### config.mk
export PLATFORM = sky130hd
export DESIGN_NAME = im_loader_flat
export DESIGN_NICKNAME = d
export VERILOG_FILES = /design/src/rtl/im_loader_pkg.sv /design/src/rtl/im_loader_if.sv /design/src/rtl/im_loader_chk.sv /design/src/rtl/im_loader.sv /design/src/flat_wrapper.sv
export SDC_FILE = /design/constraint.sdc
export NUM_CORES = 1
export LEC_CHECK = 0
export BUFFER_PORTS_ARGS = -buffer_cell sky130_fd_sc_hd__buf_4
export CAP_MARGIN = 5
export CORE_UTILIZATION = 45
export DETAILED_ROUTE_END_ITERATION = 12
export GPL_ROUTABILITY_DRIVEN = 0
export PLACE_DENSITY = 0.66
export SLEW_MARGIN = 20
export SYNTH_ARGS = -nofsm -noshare
export SYNTH_HDL_FRONTEND = slang
export SYNTH_HIERARCHICAL = 1
export SYNTH_SLANG_ARGS = --single-unit
export TNS_END_PERCENT = 5
### constraint.sdc
create_clock -name clk -period 4.8 [get_ports clk]
set_clock_uncertainty 0.2 [all_clocks]
set_input_delay 0.48 -clock clk [delete_from_list [all_inputs] [get_ports clk]]
set_output_delay 0.48 -clock clk [all_outputs]
set_load 0.05 [all_outputs]
### src/rtl/im_loader_pkg.sv
// Shared definitions for the program loader, the instruction RAM and the PC block.
package im_loader_pkg;

    localparam int BYTE_W     = 8;
    localparam int ADDR_W_DEF = 4;
    localparam int WORD_W_DEF = 9;

    typedef enum logic [2:0] {
        S_IDLE  = 3'd0,
        S_COUNT = 3'd1,
        S_LO    = 3'd2,
        S_HI    = 3'd3,
        S_CHK   = 3'd4,
        S_DONE  = 3'd5,
        S_ERR   = 3'd6
    } state_e;

endpackage

### src/rtl/im_loader_if.sv
// Byte-stream input and instruction-RAM write port of the program loader.
interface im_loader_if #(
    parameter int ADDR_W = im_loader_pkg::ADDR_W_DEF,
    parameter int WORD_W = im_loader_pkg::WORD_W_DEF
);
    import im_loader_pkg::*;

    logic              in_valid;
    logic [BYTE_W-1:0] in_data;
    logic              in_ready;
    logic              we;
    logic [ADDR_W-1:0] waddr;
    logic [WORD_W-1:0] wdata;

    // Host side: drives the stream and observes the RAM writes.
    modport master (
        output in_valid, in_data,
        input  in_ready, we, waddr, wdata
    );

    // Loader side.
    modport slave (
        input  in_valid, in_data,
        output in_ready, we, waddr, wdata
    );

endinterface

### src/rtl/im_loader_chk.sv
// Running XOR of accepted stream bytes; used only when IM_LOADER_CHECKSUM_EN is defined.
module im_loader_chk
    import im_loader_pkg::*;
(
    input  logic              clk,
    input  logic              rst,
    input  logic              clr_i,
    input  logic              en_i,
    input  logic [BYTE_W-1:0] data_i,
    output logic [BYTE_W-1:0] acc_o
);

    logic [BYTE_W-1:0] acc_q;

    // Accumulator register: clear wins over enable.
    always_ff @(posedge clk) begin
        if (rst) begin
            acc_q <= {BYTE_W{1'b0}};
        end else if (clr_i) begin
            acc_q <= {BYTE_W{1'b0}};
        end else if (en_i) begin
            acc_q <= acc_q ^ data_i;
        end else begin
            acc_q <= acc_q;
        end
    end

    assign acc_o = acc_q;

endmodule

### src/rtl/im_loader.sv
// Program loader: parses count/lo/hi byte stream into instruction-RAM writes and holds the CPU
// until done. Optional trailing checksum byte under macro IM_LOADER_CHECKSUM_EN.
module im_loader
    import im_loader_pkg::*;
#(
    parameter int ADDR_W = ADDR_W_DEF,
    parameter int WORD_W = WORD_W_DEF
) (
    input  logic        clk,
    input  logic        rst,
    input  logic        start,
    im_loader_if.slave  bus,
    output logic        cpu_hold,
    output logic        done,
    output logic        error
);

    localparam logic [31:0]       DEPTH   = 32'd1 << ADDR_W;
    // High-byte bits that do not fit in the instruction word.
    localparam logic [BYTE_W-1:0] HI_MASK = 8'hFF << (WORD_W - 8);

    state_e              state_q, state_d;
    logic [ADDR_W:0]     count_q, count_d;
    logic [ADDR_W-1:0]   ptr_q, ptr_d;
    logic [BYTE_W-1:0]   lo_q, lo_d;
    logic                we_q, we_d;
    logic [ADDR_W-1:0]   waddr_q, waddr_d;
    logic [WORD_W-1:0]   wdata_q, wdata_d;
    logic                in_ready_q, in_ready_d;
    logic                cpu_hold_q, cpu_hold_d;
    logic                done_q, done_d;
    logic                error_q, error_d;
    logic                accept_s;
    logic                last_s;
    logic                chk_clr_s;
    logic                chk_en_s;

    assign accept_s = bus.in_valid && in_ready_q;
    assign last_s   = (({1'b0, ptr_q} + (ADDR_W+1)'(1)) == count_q);

`ifdef IM_LOADER_CHECKSUM_EN
    logic [BYTE_W-1:0] chk_acc_s;

    im_loader_chk u_chk (
        .clk    (clk),
        .rst    (rst),
        .clr_i  (chk_clr_s),
        .en_i   (chk_en_s),
        .data_i (bus.in_data),
        .acc_o  (chk_acc_s)
    );
`endif

    // Next-state, datapath and registered-output decode.
    always_comb begin
        state_d   = state_q;
        count_d   = count_q;
        ptr_d     = ptr_q;
        lo_d      = lo_q;
        we_d      = 1'b0;
        waddr_d   = waddr_q;
        wdata_d   = wdata_q;
        chk_clr_s = 1'b0;
        chk_en_s  = 1'b0;

        case (state_q)
            S_IDLE, S_DONE, S_ERR: begin
                if (start) begin
                    state_d   = S_COUNT;
                    ptr_d     = {ADDR_W{1'b0}};
                    chk_clr_s = 1'b1;
                end else begin
                    state_d = state_q;
                end
            end
            S_COUNT: begin
                if (accept_s) begin
                    chk_en_s = 1'b1;
                    if ((bus.in_data != 8'd0) && ({24'd0, bus.in_data} <= DEPTH)) begin
                        count_d = (ADDR_W+1)'(bus.in_data);
                        state_d = S_LO;
                    end else begin
                        state_d = S_ERR;
                    end
                end else begin
                    state_d = state_q;
                end
            end
            S_LO: begin
                if (accept_s) begin
                    chk_en_s = 1'b1;
                    lo_d     = bus.in_data;
                    state_d  = S_HI;
                end else begin
                    state_d = state_q;
                end
            end
            S_HI: begin
                if (accept_s) begin
                    chk_en_s = 1'b1;
                    if ((bus.in_data & HI_MASK) != 8'd0) begin
                        state_d = S_ERR;
                    end else begin
                        we_d    = 1'b1;
                        waddr_d = ptr_q;
                        wdata_d = WORD_W'({bus.in_data, lo_q});
                        ptr_d   = ptr_q + ADDR_W'(1);
                        if (last_s) begin
`ifdef IM_LOADER_CHECKSUM_EN
                            state_d = S_CHK;
`else
                            state_d = S_DONE;
`endif
                        end else begin
                            state_d = S_LO;
                        end
                    end
                end else begin
                    state_d = state_q;
                end
            end
`ifdef IM_LOADER_CHECKSUM_EN
            S_CHK: begin
                if (accept_s) begin
                    if (bus.in_data == chk_acc_s) begin
                        state_d = S_DONE;
                    end else begin
                        state_d = S_ERR;
                    end
                end else begin
                    state_d = state_q;
                end
            end
`endif
            default: begin
                state_d = S_IDLE;
            end
        endcase

        in_ready_d = (state_d == S_COUNT) || (state_d == S_LO) ||
                     (state_d == S_HI)    || (state_d == S_CHK);
        cpu_hold_d = (state_d != S_DONE);
        done_d     = (state_d == S_DONE);
        error_d    = (state_d == S_ERR);
    end

    // State and output registers.
    always_ff @(posedge clk) begin
        if (rst) begin
            state_q    <= S_IDLE;
            count_q    <= {(ADDR_W+1){1'b0}};
            ptr_q      <= {ADDR_W{1'b0}};
            lo_q       <= {BYTE_W{1'b0}};
            we_q       <= 1'b0;
            waddr_q    <= {ADDR_W{1'b0}};
            wdata_q    <= {WORD_W{1'b0}};
            in_ready_q <= 1'b0;
            cpu_hold_q <= 1'b1;
            done_q     <= 1'b0;
            error_q    <= 1'b0;
        end else begin
            state_q    <= state_d;
            count_q    <= count_d;
            ptr_q      <= ptr_d;
            lo_q       <= lo_d;
            we_q       <= we_d;
            waddr_q    <= waddr_d;
            wdata_q    <= wdata_d;
            in_ready_q <= in_ready_d;
            cpu_hold_q <= cpu_hold_d;
            done_q     <= done_d;
            error_q    <= error_d;
        end
    end

    assign bus.in_ready = in_ready_q;
    assign bus.we       = we_q;
    assign bus.waddr    = waddr_q;
    assign bus.wdata    = wdata_q;
    assign cpu_hold     = cpu_hold_q;
    assign done         = done_q;
    assign error        = error_q;

endmodule
### src/flat_wrapper.sv
// flat-port wrapper written by rule: the top's interface ports become plain ports
module im_loader_flat import im_loader_pkg::*;
#(
    parameter int ADDR_W = ADDR_W_DEF,
    parameter int WORD_W = WORD_W_DEF
)
  (clk, rst, start, cpu_hold, done, error, bus_in_valid, bus_in_data, bus_in_ready, bus_we, bus_waddr, bus_wdata);
  im_loader_if #(.ADDR_W(ADDR_W), .WORD_W(WORD_W)) bus_i ();
  input  logic clk;
  input  logic rst;
  input  logic start;
  output logic cpu_hold;
  output logic done;
  output logic error;
  input wire logic [$bits(bus_i.in_valid)-1:0] bus_in_valid;
  input wire logic [$bits(bus_i.in_data)-1:0] bus_in_data;
  output wire logic [$bits(bus_i.in_ready)-1:0] bus_in_ready;
  output wire logic [$bits(bus_i.we)-1:0] bus_we;
  output wire logic [$bits(bus_i.waddr)-1:0] bus_waddr;
  output wire logic [$bits(bus_i.wdata)-1:0] bus_wdata;
  assign bus_i.in_valid = bus_in_valid;
  assign bus_i.in_data = bus_in_data;
  assign bus_in_ready = bus_i.in_ready;
  assign bus_we = bus_i.we;
  assign bus_waddr = bus_i.waddr;
  assign bus_wdata = bus_i.wdata;
  im_loader #(.ADDR_W(ADDR_W), .WORD_W(WORD_W)) u_core (.clk(clk), .rst(rst), .start(start), .bus(bus_i), .cpu_hold(cpu_hold), .done(done), .error(error));
endmodule
# Word level (Yosys, flattened, before mapping)
# Cells that the tools add are included.
[word_totals] ff_bits=38 latchBits=0 ramBits=0 mem_bits_ro=0 in_bits=12 output_inout_bits=18 elab_cells=61 memories=0
[op_classes] addsub=2 multipliers=0 div=0 magnitude_cmp=1 n_eq_ne=16 shift=0 n_mux=13 bitwise=3 reduce_logical=15
[op_table] operator="$mux W3" n=7
[op_table] operator="$reduce_bool A8 Y1" n=2
[op_table] operator="$eq A3 B3 Y1 const B" n=5
[op_table] operator="$eq A3 B2 Y1 const B" n=4
[op_table] operator="$mux W4" n=3
[op_table] operator="$pmux W3 S4" n=1
[op_table] operator="$le A8 B5 Y1 const B" n=1
[op_table] operator="$pmux W4 S2" n=1
[op_table] operator="$eq A3 B1 Y1 const B" n=2
[op_table] operator="$reduce_and A3 Y1" n=2
[op_table] operator="$reduce_or A3 Y1" n=2
[op_table] operator="$add A4 B1 Y5 const B" n=1
[op_table] operator="$eq A5 B5 Y1" n=1
[op_table] operator="$add A4 B1 Y4 const B" n=1
[op_table] operator="$ne A2 B2 Y1 const B" n=2
[op_table] operator="$reduce_and A4 Y1" n=1
[op_table] operator="$logic_not A3 Y1" n=1
[op_table] operator="$logic_or A1 B1 Y1" n=3
[op_table] operator="$ne A3 B3 Y1 const B" n=1
[op_table] operator="$not A1 Y1" n=3
[op_table] operator="$logic_and A1 B1 Y1" n=2
[op_table] operator="$ne A2 B1 Y1 const B" n=1
[op_table] operator="$reduce_and A2 Y1" n=1
[op_table] operator="$reduce_bool A2 Y1" n=1
[op_table] operator="$mux W1" n=1

# Logic depth before layout (Yosys ltp)
# Gate-level depths: netlist of run 1.
[depth] depth_word=10 depth_mapped=7 ltp_nobuf=6

# Worst setup path before layout of run 1
# OpenSTA, ideal clock, no wires.
[synth_timing] path_kind="input port to flip-flop" start="input bus_in_data[7]" end="register u_core.ptr_q[3]" setup_time_ns=0.070 arrival_ns=2.125 t_required_ns=4.530 slack_ns=2.405 cell_stages=5 n_path_buf=1 path_cell_list="or4_4 > or4_4 > buf_6 > or3_1 > a21oi_1"
[synth_between] elab_chain_len=3
[synth_rtl] element="from (decl)" line_no="flat_wrapper.sv:16" rtl="input wire logic [$bits(bus_i.in_data)-1:0] bus_in_data;"
[synth_rtl] element="$reduce_bool A8 Y1" line_no="im_loader.sv:101" rtl="if ((bus.in_data & HI_MASK) != 8'd0) begin"
[synth_rtl] element="$ne A2 B2 Y1 (no line)"
[synth_rtl] element="$reduce_and A4 Y1 (no line)"
[synth_rtl] element="to (signal assigned)" line_no="im_loader.sv:152" rtl="ptr_q <= {ADDR_W{1'b0}};"
[synth_rtl] element="to (signal assigned)" line_no="im_loader.sv:164" rtl="ptr_q <= ptr_d;"
[synth_rtl] element="to (decl)" line_no="im_loader.sv:24" rtl="logic [ADDR_W-1:0] ptr_q, ptr_d;"
# Every way passes these cells.
# A chain may end at the register's enable or synchronous reset.

# Final worst setup path of run 1
[layout_timing] start="register u_core.ptr_q[0]" end="register u_core.cpu_hold_q, in the netlist u_core/cpu_hold"
[layout_between] elab_chain_len=7
[layout_rtl] element="$add A4 B1 Y5" line_no="im_loader.sv:39" rtl="assign last_s = (({1'b0, ptr_q} + (ADDR_W+1)'(1)) == count_q);"
[layout_rtl] element="$eq A5 B5 Y1" line_no="im_loader.sv:39"
[layout_rtl] element="$mux W3" line_no="im_loader.sv:108" rtl="if (last_s) begin"
[layout_rtl] element="$mux W3" line_no="im_loader.sv:101"
[layout_rtl] element="$mux W3" line_no="im_loader.sv:99" rtl="if (accept_s) begin"
[layout_rtl] element="$pmux W3 S4" line_no="im_loader.sv:66" rtl="case (state_q)"
[layout_rtl] element="$ne A3 B3 Y1" line_no="im_loader.sv:142" rtl="cpu_hold_d = (state_d != S_DONE);"
[layout_rtl] element="to (signal assigned)" line_no="im_loader.sv:170" rtl="cpu_hold_q <= cpu_hold_d;"
[layout_rtl] element="to (decl)" line_no="im_loader.sv:30" rtl="logic cpu_hold_q, cpu_hold_d;"
# Every way passes these cells.

==> results of run 1 <==
-- routing by layer --
layer  global-route usage  up-vias  part of all wire
li1                     -      725                 -
met1                0.245      680              0.47
met2                0.332       25              0.48
met3               0.0489        7             0.033
met4               0.0881        0             0.018
met5                    0        -                 0
-- kinds of logic (layout without fill, tap and decap cells) --
family	count (synthesis)	in the layout	synth area share
AOI/OAI and AO/OA	41	41	0.151
xor gates and xnor gates	7	7	0.0360
adders and majority gates	1	1	0.00734
buffers and inverters	14	39	0.0352
DFF	38	38	0.446
muxes	14	14	0.0822
and+or+nand+nor	79	79	0.242
-- worst max-delay path, delay by kind of cell, from the launching register on --
family                     cells  cell delay, ns
AOI/OAI and AO/OA              4            1.47
adders and majority gates      1            0.32
DFF                            1            0.43
and+or+nand+nor                1            0.22
-- metrics by stage --
| step | area [µm²] | hold slack [ns] |
|---|---|---|
| floorplan | 1700 | 0.231 |
| global placement | 1930 | 0.242 |
| detailed placement | 1930 | 0.248 |
| CTS | 2020 | 0.256 |
| global route | 2020 | 0.270 |
| finish | 2020 | 0.251 |
-- where the power goes --
| group | total (mW) | switching (mW) | internal [mW] |
|---|---|---|---|
| clock | 0.212 | 0.102 | 0.111 |
| combinational | 0.0473 | 0.0288 | 0.0185 |
| sequential | 0.324 | 0.00499 | 0.319 |
| total | 0.583 | 0.135 | 0.448 |
-- cells in the mapped netlist (2+ instances only) --
master    count  area share
xor2_1        4       0.021
mux2i_1      14       0.082
or3_1         2      0.0073
nor4_1        3       0.011
nand2_1      29       0.064
xnor2_1       3       0.015
or4_4         2       0.013
o21ai_0       2      0.0059
nor2b_1       2      0.0073
inv_1         4      0.0088
dfxtp_1      38        0.45
nor2_1       22       0.048
o21ai_1       4       0.012
o2111a_1      2       0.013
clkbuf_1      8       0.018
a22oi_1       2      0.0088
nand3b_1      4       0.018
and2_1        3       0.011
nor3_1        2      0.0059
nand2b_1      2      0.0073
a21oi_1      23       0.068
-- sequential cells by signal, indices dropped and copies added, names as in the netlist, 3 cells and up --
register,cells
u_core/count_q,5
u_core/lo_q,8
u_core/bus.wdata,9
u_core/ptr_q,4
u_core/bus.waddr,4
u_core/state_q,3
-- worst max path at each step --
stage | start | endpoint | slack, ns | cells after the start
floorplan | bus_in_data[7] | u_core/ptr_q[3] | 2.40 | 5
global placement | bus_in_data[7] | u_core/cpu_hold | 1.84 | 5
detailed placement | bus_in_data[7] | u_core/cpu_hold | 1.79 | 5
finish | u_core/ptr_q[0] | u_core/cpu_hold | 2.03 | 6
CTS | u_core/ptr_q[0] | u_core/done | 2.03 | 6
global route | u_core/ptr_q[0] | u_core/done | 1.79 | 6
-- final cells by class --
cell class | count | share of cell area
clock buffers | 6 | 0.0409
inverters | 4 | 0.00744
multi-input cells | 142 | 0.438
repair buffers | 29 | 0.108
flip-flops and latches | 38 | 0.377
well taps | 46 | 0.0285
==> out/results.txt, run 1 <==
Die Height -> 63.5 µm
DR WL/cell -> 13.9 µm
CTS sink cnt -> 38
fill cell count -> 332
Final Util -> 0.582
Post-Layout Cell Count -> 265
Peak supply drop -> 0.208 mV
Arr. time, crit path -> 2.74 ns
largest net degree at the start of global routing -> 37
Min-Delay Endpoint -> u_core/bus.wdata[7]
initial antenna violation count -> 0
routed vias -> 1437
Multi-input gate area -> 883 µm²
Final nets -> 233
Starting Density -> 0.491
R2R Setup Slk -> 2.03 ns
I/O pins -> 30
synth warn -> 6
number of global-route vias before repair -> 1413
Mean Syn Cell Area -> 8.78 µm²
chip width -> 63.5 µm
maxcap violations -> 0
register clock-pin slew on the reported worst setup and hold paths -> 0.07 ns
R2R Path End -> u_core/cpu_hold
HP Class -> reg -> reg
first-pass GRT wire length -> 6.29 mm
CP required -> 4.78 ns
Layout area overhead -> 18.4%
CP max stage delay -> 0.68 ns
Setup violations, final -> 0
HP Start -> u_core/lo_q[7]
total gr overflow -> 0
CP Class -> reg -> reg
Slew Limit Fails -> 0
final wirelength -> 3.68 mm
number of enable flip-flop cells after synthesis -> 0
post_cts resized -> 0
core box area -> 3470 µm²
all-layer global routing usage -> 0.201
synthesized area -> 1700 µm²
Final Critical Period -> 2.77 ns
FMAX -> 361 MHz
crit path launch type -> flop
Initial DRC Count -> 80
CTS H-tree depth -> 2
Net Count, Synth -> 207
Hold Buf Count CTS -> 0
number of inserted diodes -> 0
final hold vios -> 0
placed cells -> 259
total CTS buffers -> 5
most frequent cells in the layout -> dfxtp_1 (38), buf_4 (29), nand2_1 (29)
PortBufs -> 29
Setup WS pre-CTS -> 1.79 ns
Worst-Margin Slew -> 0.930 ns
synthesized flop and latch total -> 38
asr flop ratio synth -> 0
Slew HR -> 0.376
Worst setup EP type -> flop
leak pwr -> 0.771 nW
Reg-to-Reg Start -> u_core/ptr_q[0]
status -> finished, final reports clean
Antenna Nets Post-Route -> 0
total power -> 0.583 mW
slowest CP cell -> a2111oi_2
ys flop type -> dfxtp_1
period utilization -> 0.576
Setup TNS -> 0 ns
RSZ-0062 raised after global routing -> false
register area -> 761 µm²
drt first pass iters -> 4
Residual DRC -> 0
register area share after synthesis -> 0.446
Site Rows -> 21
PD cells -> 289 nW/µm²
postcts setup bufs -> 0
Syn Inst Count -> 194
commonest non-fill, non-tap cell in the layout -> dfxtp_1
clk buf depth -> 2
Clock Latency Late Sink -> 0.29 ns
Final WS setup -> 2.03 ns
R2R depth -> 6
hold path cells -> 2
Unique masters post-synth -> 40
Post-DP HPWL -> 2.66 mm
Root Buffer -> clkbuf_8
crit-path max FO -> 6
CP cell instances -> ha_1 > and4b_1 > a22oi_1 > a2111oi_2 > a21oi_1 > a2111o_1
detail-routed via count per cell -> 5.42
CTS tree -> built
layout cell share with drive strength beyond 1 -> 0.183
Die Area -> 4040 µm²
Note: power is estimated with default switching activity, not from simulation.
==> inputs of run 2 (changes only) <==
==> constraint.sdc (replaced) <==
create_clock -name clk -period 2.7 [get_ports clk]
set_clock_uncertainty 0.2 [all_clocks]
set_input_delay 0.27 -clock clk [delete_from_list [all_inputs] [get_ports clk]]
set_output_delay 0.27 -clock clk [all_outputs]
set_load 0.05 [all_outputs]
==> out/results.txt, run 2 (synthesis gave the netlist of run 1 again) <==
Final nets -> 239 (+2.6%)
Setup TNS -> 0 ns (unchanged)
crit-path max FO -> 6 (unchanged)
Slew Limit Fails -> 0 (unchanged)
status -> finished, final reports clean
slowest CP cell -> dfxtp_1
PD cells -> 547 nW/µm² (+89%)
Worst Setup EP -> u_core/done
WP depth -> 7 (+1)
Starting Density -> 0.491 (unchanged)
Reg power frac -> 0.503 (-0.052)
P_int -> 0.895 mW (+100%)
Post-DP HPWL -> 2.69 mm (+1.2%)
crit path launch type -> flop
CTS H-tree depth -> 2 (unchanged)
CP startpoint -> u_core/ptr_q[0]
detail-routed via count per cell -> 5.38 (-0.88%)
number of global-route vias before repair -> 1381 (-2.3%)
Initial DRC Count -> 80 (unchanged)
all-layer global routing usage -> 0.201 (-0.000230)
most frequent cells in the layout -> dfxtp_1 (38), buf_4 (35), nand2_1 (29)
initial antenna violation count -> 0 (unchanged)
fill cell count -> 327 (-1.5%)
sw frac -> 0.218 (-0.0138)
commonest non-fill, non-tap cell in the layout -> dfxtp_1
chip width -> 63.5 µm (unchanged)
first-pass GRT wire length -> 6.31 mm (+0.22%)
Peak supply drop -> 0.374 mV (+79%)
Layout area overhead -> 22.8%
combinational share of power -> 0.074 (-0.007)
Site Rows -> 21 (unchanged)
HP Class -> in -> reg
CP delay by family, top -> compound AO/OA/AOI/OAI gates
Clock Latency Late Sink -> 0.29 ns (about the same)
Antenna Nets Post-Route -> 0 (unchanged)
total gr overflow -> 0 (unchanged)
total CTS buffers -> 5 (unchanged)
Arr. time, crit path -> 2.47 ns (-0.27 ns)
R2R depth -> 7 (+1)
largest net degree at the start of global routing -> 37 (unchanged)
FMAX -> 398 MHz (+10%)
I/O pins -> 30 (unchanged)
Die Area -> 4040 µm² (unchanged)
Worst-Margin Slew -> 0.397 ns (-0.533 ns)
max FFs per register -> 9 (unchanged)
Slew HR -> 0.736 (+0.360)
placed instance area -> 1980 µm² (+2.3%)
Root Buffer -> clkbuf_8
CTS tree -> built
Die Height -> 63.5 µm (unchanged)
core box area -> 3470 µm² (unchanged)
final wirelength -> 3.75 mm (+2.0%)
WHS -> 0.0533 ns (-0.198 ns)
R2R Path End -> u_core/done
Setup violations, final -> 0 (unchanged)
CP required -> 2.66 ns (-2.12 ns)
final hold vios -> 0 (unchanged)
P_sw -> 0.250 mW (+85%)
Residual DRC -> 0 (unchanged)
post-route cell area -> 2090 µm² (+3.8%)
drt first pass iters -> 4 (unchanged)
layout cell share with drive strength beyond 1 -> 0.208 (+0.0253)
register clock-pin slew on the reported worst setup and hold paths -> 0.08 ns (about the same)
routed vias -> 1462 (+1.7%)
clock power share -> 0.423 (+0.059)
CP Class -> reg -> reg
number of inserted diodes -> 0 (unchanged)
Worst setup EP type -> flop
period utilization -> 0.930 (+0.354)
RSZ-0062 raised after global routing -> false
Final Critical Period -> 2.51 ns (-0.256 ns)
leak pwr -> 0.817 nW (+5.9%)
CTS sink cnt -> 38 (unchanged)
CP max stage delay -> 0.43 ns (-0.25 ns)
clk buf depth -> 2 (unchanged)
PortBufs -> 29 (unchanged)
Reg-to-Reg Start -> u_core/ptr_q[0]
R2R Setup Slk -> 0.19 ns (-1.84 ns)
DR WL/cell -> 13.8 µm (-0.61%)
Buf/Inv on CP -> 1 (+1)
CP cell instances -> ha_1 > and4b_1 > a22oi_1 > a2111oi_2 > buf_4 > a21oi_1 > a2111oi_1
maxcap violations -> 0 (unchanged)
-- run 2: cell types whose count changed in the layout (fill, tap and decap cells not counted) --
cell and change:
a2111oi_0 -1, a2111oi_1 +1, buf_4 +6, bufinv_16 +1
-- run 2: metrics by stage --
step / total power [mW] / util / worst slack, ns / cells
6_report: 1.14 / 0.604 / 0.189 / 272
2_1_floorplan: 0.640 / - / 0.361 / 194
5_1_grt: 1.19 / 0.604 / 0.0111 / 272
4_1_cts: 1.16 / 0.603 / 0.139 / 272
3_5_place_dp: 0.672 / 0.571 / 0.244 / 265
3_3_place_gp: 0.670 / 0.571 / 0.326 / 265
-- run 2: repair_timing --
item	4_1_cts	5_1_grt
buffers inserted	0	0
setup endpoints to repair	0	1
endpoints found under the hold margin	0	0
resized for setup	0	1
hold buffers	0	0
-- run 2: power by group through the flow --
stage	combinational, mW	clock [mW]	sequential [mW]
floorplan	0.0492	0	0.591
global placement	0.0817	0	0.588
detailed placement	0.0840	0	0.588
CTS	0.0843	0.500	0.575
global route	0.0915	0.524	0.577
finish	0.0850	0.484	0.576
-- run 2: worst min path at each step --
stage | from | endpoint | slack, ns | depth (start not counted)
floorplan | bus_in_data[0] | u_core/bus.wdata[8] | 0.21 | 2
CTS | bus_in_data[2] | u_core/count_q[2] | 0.05 | 3
global placement | u_core/lo_q[7] | u_core/bus.wdata[7] | 0.24 | 2
detailed placement | u_core/bus.wdata[4] | u_core/bus.wdata[4] | 0.25 | 2
global route | bus_in_data[3] | u_core/count_q[3] | 0.06 | 3
finish | bus_in_data[2] | u_core/count_q[2] | 0.05 | 3
-- run 2: final cells by class --
type	instances	area, µm²	area share
clock inverters	1	30.0	0.0143
inverters	4	15.0	0.00717
multi-input cells	142	885	0.423
well taps	46	57.6	0.0275
clock buffers	6	82.6	0.0395
repair buffers	35	263	0.126
flip-flops and latches	38	761	0.363
-- run 2: tightest hold or removal path: stages --
cell	delay, ns
buf_4	0.10
mux2i_1	0.06
nor2_1	0.07
-- run 2: metal layers --
metal,part of all wire,routed length [µm],GRT usage
met5,0,0,0
met4,0.013,48,0.0824
met3,0.042,157,0.0435
met2,0.47,1770,0.338
met1,0.47,1770,0.245
==> inputs of run 3 (changes only) <==
--- a/config.mk
+++ b/config.mk
@@ -7,10 +7,10 @@
 export LEC_CHECK = 0
 export BUFFER_PORTS_ARGS = -buffer_cell sky130_fd_sc_hd__buf_4
 export CAP_MARGIN = 5
-export CORE_UTILIZATION = 45
+export CORE_UTILIZATION = 54
 export DETAILED_ROUTE_END_ITERATION = 12
 export GPL_ROUTABILITY_DRIVEN = 0
-export PLACE_DENSITY = 0.66
+export PLACE_DENSITY = 0.77
 export SLEW_MARGIN = 20
 export SYNTH_ARGS = -nofsm -noshare
 export SYNTH_HDL_FRONTEND = slang
==> out/results.txt, run 3 (synthesis gave the netlist of run 1 again) <==
Residual DRC -> 0 (unchanged)
max FFs per register -> 9 (unchanged)
total CTS buffers -> 5 (unchanged)
PD cells -> 471 nW/µm² (-14%)
hold path cells -> 3 (unchanged)
postcts setup bufs -> 0 (unchanged)
Slew Limit Fails -> 0 (unchanged)
Antenna Nets Post-Route -> 0 (unchanged)
CTS sink cnt -> 38 (unchanged)
PortBufs -> 29 (unchanged)
Setup WS pre-CTS -> 0.222 ns (-0.0218 ns)
register clock-pin slew on the reported worst setup and hold paths -> 0.12 ns (+0.04 ns)
number of global-route vias before repair -> 1502 (+8.8%)
Initial DRC Count -> 80 (unchanged)
leak pwr -> 0.814 nW (-0.30%)
crit-path max FO -> 6 (unchanged)
Final Critical Period -> 2.50 ns (-0.00823 ns)
core box area -> 3030 µm² (-13%)
Worst setup EP type -> flop
detail-routed via count per cell -> 5.48 (+2.0%)
period utilization -> 0.927 (-0.00305)
Die Height -> 58.2 µm (-8.4%)
Arr. time, crit path -> 2.55 ns (+0.08 ns)
I/O pins -> 30 (unchanged)
HP Start -> bus_in_data[5]
Starting Density -> 0.563 (+0.0715)
CP Class -> reg -> reg
Setup violations, final -> 0 (unchanged)
Peak supply drop -> 0.349 mV (-6.6%)
clk buf depth -> 2 (unchanged)
drt first pass iters -> 4 (unchanged)
Setup TNS -> 0 ns (unchanged)
number of inserted diodes -> 0 (unchanged)
maxcap violations -> 0 (unchanged)
crit path launch type -> flop
all-layer global routing usage -> 0.261 (+0.0601)
R2R Setup Slk -> 0.20 ns (about the same)
DR WL/cell -> 14.2 µm (+2.7%)
commonest non-fill, non-tap cell in the layout -> dfxtp_1
Min-Delay Endpoint -> u_core/lo_q[5]
final hold vios -> 0 (unchanged)
initial antenna violation count -> 0 (unchanged)
Post-DP HPWL -> 2.60 mm (-3.2%)
R2R Path End -> u_core/done
status -> finished, final reports clean
R2R depth -> 7 (unchanged)
most frequent cells in the layout -> dfxtp_1 (38), buf_4 (34), nand2_1 (29)
largest net degree at the start of global routing -> 37 (unchanged)
total gr overflow -> 0 (unchanged)
final wirelength -> 3.93 mm (+4.6%)
first-pass GRT wire length -> 6.64 mm (+5.4%)
layout cell share with drive strength beyond 1 -> 0.206 (-0.00196)
Final WS setup -> 0.197 ns (+0.00823 ns)
CTS tree -> built
Layout area overhead -> 23.6%
Slew HR -> 0.736 (about the same)
FMAX -> 400 MHz (+0.33%)
CP required -> 2.75 ns (+0.09 ns)
Reg-to-Reg Start -> u_core/ptr_q[0]
Site Rows -> 20 (-4.8%)
routed vias -> 1518 (+3.8%)
Clock Latency Late Sink -> 0.36 ns (+0.07 ns)
HP Class -> in -> reg
Final nets -> 245 (+2.5%)
Root Buffer -> clkbuf_4
chip width -> 58.2 µm (-8.4%)
RSZ-0062 raised after global routing -> false
Worst-Margin Slew -> 0.396 ns (-0.000407 ns)
CTS H-tree depth -> 2 (unchanged)
Die Area -> 3380 µm² (-16%)
## run 3: cell types whose count changed in the layout (fill, tap and decap cells not counted), sizes merged
cell / previous run / this run
clkinv: 0 / 1
dlygate4sd3: 0 / 7
bufinv: 1 / 0
clkinvlp: 0 / 1
buf: 35 / 34
## run 3: report_power, final
part / internal (mW) / switching, mW
Sequential: 0.566 / 0.00939
Clock: 0.125 / 0.198
Combinational: 0.0397 / 0.0540
## run 3: through the flow
stage	area [µm²]	power, mW	std cells	hold WS [ns]	util
after floorplan	1700	0.640	194	0.206	-
after global placement	1970	0.669	262	0.238	0.650
after detailed placement	1970	0.672	262	0.249	0.650
after CTS	2100	0.995	277	0.00936	0.695
after global routing	2110	1.03	277	0.0309	0.696
final	2110	0.993	277	0.0155	0.696
## run 3: area by class of cell
| type | count | area [µm²] |
|---|---|---|
| Sequential cell | 38 | 761 |
| Clock inverter | 2 | 12.5 |
| Fill cell | 257 | 921 |
| Timing Repair Buffer | 41 | 325 |
| Tap cell | 44 | 55.1 |
| Multi-Input combinational cell | 142 | 887 |
| Inverter | 4 | 15.0 |
| Clock buffer | 6 | 51.3 |
## run 3: worst max-delay path: stages, from the launching register on
cell and delay (ns):
dfxtp_1 0.46, ha_2 0.28, and4b_1 0.20, a22oi_1 0.09, a2111oi_2 0.42, buf_4 0.20
a21oi_1 0.12, a2111oi_1 0.42
## run 3: metal layers
metal,vias up,track usage,part of all wire
li1,752,-,-
met1,726,0.325,0.45
met2,35,0.429,0.50
met3,5,0.0670,0.044
met4,0,0.109,0.013
met5,-,0,0
## run 3: worst max-delay path by stage
stage                      end            start  slack (ns)
6_report           u_core/done  u_core/ptr_q[0]        0.20
5_1_grt            u_core/done  u_core/ptr_q[0]       0.002
4_1_cts            u_core/done  u_core/ptr_q[0]        0.12
3_5_place_dp       u_core/done  u_core/ptr_q[0]        0.22
3_3_place_gp   u_core/cpu_hold  u_core/ptr_q[0]        0.34
2_1_floorplan  u_core/cpu_hold  u_core/ptr_q[0]        0.36
## run 3: timing repair
| item | in CTS | in global routing |
|---|---|---|
| setup endpoints to repair | 0 | 1 |
| endpoints found under the hold margin | 13 | 0 |
| gates resized for setup | 0 | 2 |
| hold buffers | 7 | 0 |
